[config.mk]
export PLATFORM = sky130hd
export DESIGN_NAME = rga_reg_decode
export DESIGN_NICKNAME = d
export VERILOG_FILES = /design/src/rtl/rga_reg_decode.sv
export SDC_FILE = /design/constraint.sdc
export NUM_CORES = 1
export LEC_CHECK = 0
export ABC_CLOCK_PERIOD_IN_PS = 1800
export BUFFER_PORTS_ARGS = -buffer_cell sky130_fd_sc_hd__buf_4
export CORE_AREA = 3 3 98 100
export CTS_CLUSTER_SIZE = 20
export DETAILED_ROUTE_END_ITERATION = 7
export DIE_AREA = 0 0 101 103
export GPL_TIMING_DRIVEN = 1
export HOLD_SLACK_MARGIN = 0.02
export PLACE_DENSITY_LB_ADDON = 0.3
export REMOVE_ABC_BUFFERS = 1
export SETUP_SLACK_MARGIN = 0.3
export SLEW_MARGIN = 20
export SYNTH_ARGS = -nofsm -noshare
export SYNTH_HDL_FRONTEND = slang
export SYNTH_SLANG_ARGS = --single-unit
export TNS_END_PERCENT = 20
[constraint.sdc]
create_clock -name clk -period 1.8 [get_ports clk]
set_input_delay 0.45 -clock clk [delete_from_list [all_inputs] [get_ports clk]]
set_output_delay 0.45 -clock clk [all_outputs]
set_load 0.02 [all_outputs]
[src/rtl/rga_reg_decode.sv]
// RGA register-address decoder: word address to one-hot select,
// plus a clk7-enabled trace copy of the last decoded access.
module rga_reg_decode #(
  parameter int NUM_REGS = 236
) (
  input  logic                clk,
  input  logic                rst_n,
  input  logic                clk7_en,
  input  logic [8:1]          adr,
  output logic [NUM_REGS-1:0] reg_sel,
  output logic [7:0]          reg_idx,
  output logic                reg_hit
);

  localparam logic [8:0] LIMIT = 9'(NUM_REGS);

  logic [7:0] idx;
  logic       hit;

  assign idx = adr;
  assign hit = {1'b0, idx} < LIMIT;

  // Indices at or above NUM_REGS have no bit, so they decode to all zeros.
  for (genvar i = 0; i < NUM_REGS; i++) begin : g_sel
    assign reg_sel[i] = (idx == 8'(i));
  end

  always_ff @(posedge clk or negedge rst_n) begin
    if (!rst_n) begin
      reg_idx <= '0;
      reg_hit <= 1'b0;
    end else if (clk7_en) begin
      reg_idx <= idx;
      reg_hit <= hit;
    end
  end

endmodule

# After elaboration in Yosys (flattened, before gate mapping)
# Cells that the tools add are included.
# totals
output_inout_bits,245
word_cells,239
register_bits,9
# op_classes
n_reduce_logical,1
magnitude_cmp,1
eq_ne,235
# ops
cell,count
$eq A8 B8 Y1 const B,108
$eq A8 B7 Y1 const B,64
$eq A8 B6 Y1 const B,32
$eq A8 B5 Y1 const B,16
$eq A8 B4 Y1 const B,8
$eq A8 B3 Y1 const B,4
$eq A8 B2 Y1 const B,2
$eq A8 B1 Y1 const B,1
$logic_not A8 Y1,1
$lt A8 B8 Y1 const B,1

# Longest topological paths before layout
# depth
depth_word,1
ltp_mapped,5
ltp_nobuf,2

# Least setup slack after synthesis
# OpenSTA, ideal clock, no wires.
# synth_path
path_kind,in2out
start,input port adr[2] in the netlist's numbering
end,output port reg_sel[120]
t_arrival_ps,1599
path_slack_ps,-249
path_stages,4
n_path_buf,2
path_cell_list,or4b_1 -> clkbuf_1 -> buf_2 -> nor2_1
# synth_between
elab_chain_cells,1
# synth_lines
item,line,text
"start, declared",9,"input logic [8:1] adr,"
$eq A8 B7 Y1,25,assign reg_sel[i] = (idx == 8'(i));
"end, declared",10,"output logic [NUM_REGS-1:0] reg_sel,"
# Every way passes these cells.

# Worst setup path after layout
# layout_path
start,input port adr[6] in the netlist's numbering
end,output port reg_sel[9]
# layout_between
elab_chain_cells,1
# layout_lines
item,line
$eq A8 B4 Y1,25
# Every way passes these cells.

==> key figures <==
Run status
  • Status: finished with violations
  • Failing checks: negative setup slack

STA
  • Post-route minimum period: 2070 ps
  • Final Hold Viols: 0
  • Final WS setup: -274 ps
  • Period utilization: 115%
  • Max frequency: 0.482 GHz
  • Max-slew violation count: 0
  • Setup Viol. Count Final: about 230
  • Final setup skew: 0 ps
  • Worst Max-Slew Pin Slew: around 240 ps
  • Relative slew margins: 84.3%
  • RSZ-0062 raised after global routing: true

Clock network
  • Hold-fix buffers at CTS: 0
  • Later-pin clock latency in the skew report: 230 ps
  • Maximum clock insertion buffer count: 2
  • Clock tree from TritonCTS: done
  • Inserted Clock Buffers: 3
  • Clk sink count: 9
  • CTS H-tree lvls: 1
  • Clock transition at path regs: around 50 ps
  • Clock Tree Root: sky130_fd_sc_hd__clkbuf_8

Cells and area
  • Leading cell types in the layout, fill and taps excluded: 171 x sky130_fd_sc_hd__buf_4, 129 x sky130_fd_sc_hd__buf_6, 97 x sky130_fd_sc_hd__nor2_1
  • Register cell area after layout: 225 um^2
  • Non-filler instance count after layout: 733
  • Combined area of the multi-input logic cells: about 2200 um^2
  • Synthesis-to-finish area growth: 223%
  • Final instance area: about 6000 um^2
  • Number of nets in the finished design: approximately 640
  • Fillers: 626
  • Proportion of layout cells with a drive suffix above 1: 79.5%
  • ANT cells: 0
  • Most common library cell in the layout ignoring fill and taps: sky130_fd_sc_hd__buf_4

GRT
  • Aggregate global routing overflow: 0
  • Vias in the first global route: 3064
  • Maximum number of pins on one net before global-route repair: 16
  • Global routing usage summed across all routing layers: 22.7%
  • Number of antenna violations at the first check in global routing: 0
  • Global-route wire length before repair: about 18 mm

Critical path
  • Startpoint of the most critical register-to-register path: reg_idx[4]$_DFFE_PN0P_
  • Register-to-Register Setup Slack: 990 ps
  • Worst path required time: approximately 1400 ps
  • Destination of the critical timing path: reg_sel[9]
  • Critical path origin: adr[6]
  • Startpoint type of the worst setup path: input port
  • RR Endpoint: reg_idx[4]$_DFFE_PN0P_
  • Data arrival time of the worst path: 1620 ps
  • R2R cell count: 1
  • Endpoint class of the critical path: output port
  • Worst Path Class, Setup: in2out
  • Peak fanout along the critical path: 5

Detailed routing
  • Post-detailed-route DRC marker count: 0
  • Number of optimization iterations in the first detailed-route pass: 4
  • Drt first-iter violations: 168
  • Vias after detailed routing: 3646
  • Overall routed net length: 15.0 mm
  • Avg Vias per Cell: 4.97
  • WL per Instance: 20.5 um
  • Remaining antenna violation count: 0

Yosys
  • Flip-flop cell with the highest count after synthesis: sky130_fd_sc_hd__dfrtp_1
  • Mean Syn Cell Area: ~5.3 um^2
  • #FFs+latches synth: 9
  • Proportion of synthesized flip-flops having asynchronous set or reset: 100%
  • Number of synthesis warnings: 0
  • Mapped cell area: 1840 um^2
  • Gate count of the mapped netlist: 345
  • Part of the Yosys area used for sequential elements: 12.3%
  • Library cells used by synthesis: 22
  • Count of flip-flops with a built-in enable after synthesis: 0

Placement
  • Final HPWL from detailed placement: 9.24 mm
  • Cell Count Post-Placement: 715
  • Port Buffer Count: 255
  • Weighted congestion at the end of routability-driven global placement: between 0.7 and 0.8
  • Post-placement setup slack: -351 ps
  • Placed Area: 4100 um^2

Flow run
  • Maxcap violations: 0

Pwr
  • Highest ir drop seen on vdd: 0.312 mV
  • Total power of the final layout: 1.07 mW
  • Power per cell area: 179 nW/um^2
  • Leakage power: 2.42 nW

Floorplanning
  • Initial standard-cell utilization of the core: between 20% and 30%
  • Die area: ~10000 um^2
  • Cell row count: 34
  • Number of primary I/O pins: 256
  • Floorplan die height: roughly 100 um
  • Core region area: 8760 um^2
  • Die extent in x: 101 um

Worst hold path
  • Min-Delay Path Class: in2async
cells in the mapped netlist, types with 2 or more instances:
master | count | area share, %
sky130_fd_sc_hd__or4b_1 | 7 | 3.8
sky130_fd_sc_hd__nor2_1 | 226 | 46
sky130_fd_sc_hd__buf_6 | 3 | 1.8
sky130_fd_sc_hd__dfrtp_1 | 9 | 12
sky130_fd_sc_hd__clkbuf_1 | 29 | 5.9
sky130_fd_sc_hd__nand4b_1 | 8 | 3.8
sky130_fd_sc_hd__nor2_2 | 9 | 3.1
sky130_fd_sc_hd__buf_2 | 21 | 5.7
sky130_fd_sc_hd__nand4bb_1 | 12 | 7.4
sky130_fd_sc_hd__nand2_1 | 2 | 0.41
sky130_fd_sc_hd__or4_1 | 2 | 0.82
sky130_fd_sc_hd__mux2_2 | 7 | 4.3
stage by stage:
| stage | hold WS (ps) | utilization, % | setup TNS [ps] |
|---|---|---|---|
| 2_1_floorplan | 154 | - | -23280 |
| 3_3_place_gp | 280 | 46.7 | -36600 |
| 3_5_place_dp | 284 | 46.7 | -38620 |
| 4_1_cts | 31.3 | 55.2 | -32080 |
| 5_1_grt | 34.5 | 67.8 | -43520 |
| 6_report | 34.1 | 67.8 | -37520 |
worst min-delay path by stage:
stage / from / endpoint / slack [ps] / depth (start not counted)
2_1_floorplan: rst_n / reg_hit$_DFFE_PN0P_ / 150 / 0
3_3_place_gp: rst_n / reg_idx[4]$_DFFE_PN0P_ / 280 / 1
3_5_place_dp: rst_n / reg_idx[7]$_DFFE_PN0P_ / 280 / 1
4_1_cts: rst_n / reg_idx[6]$_DFFE_PN0P_ / 30 / 1
5_1_grt: rst_n / reg_idx[5]$_DFFE_PN0P_ / 30 / 1
6_report: rst_n / reg_idx[5]$_DFFE_PN0P_ / 30 / 1
layout make-up:
cell class	instances	area share, %
clock buffers	4	0.758
inverters	1	0.0631
multi-input cells	280	36.9
flip-flops and latches	9	3.79
well taps	108	2.27
repair buffers	331	56.3
registers in the layout, summed over array words and instances, names as in the netlist:
signal   cells
reg_idx      8
reg_hit      1
worst max-delay path, stage by stage:
cell                     delay [ps]
sky130_fd_sc_hd__buf_12         110
sky130_fd_sc_hd__or4_4          630
sky130_fd_sc_hd__buf_16         200
sky130_fd_sc_hd__nor2_4         110
sky130_fd_sc_hd__buf_6          120
per-layer routing:
| metal | global-route usage (%) | vias to the layer above | routed length, um |
|---|---|---|---|
| met5 | 0 | - | 0 |
| met4 | 4.81 | 0 | 345 |
| li1 | - | 1639 | - |
| met3 | 3.72 | 26 | 1340 |
| met2 | 39.5 | 236 | 7650 |
| met1 | 29.6 | 1745 | 5690 |
repair_timing:
| action | 4_1_cts | 5_1_grt |
|---|---|---|
| buffers inserted | 1 | 3 |
| cloned | 4 | 6 |
| setup endpoints to repair | 236 | 236 |
| gates resized for setup | 169 | 245 |
| pin swaps | 20 | 30 |
report_power, final:
part | internal (mW) | switching, mW
Combinational | 0.262 | 0.337
Clock | 0.154 | 0.0792
Sequential | 0.222 | 0.0127
kinds of logic (layout without fill, tap and decap cells):
family,Yosys count,count (layout),share of synthesized area (%)
compound gates,3,3,1.09
buf+inv,57,336,15.2
flops,9,9,12.3
mux,7,7,4.29
simple gates,269,270,67.1
(Power assumes the default switching activity.)
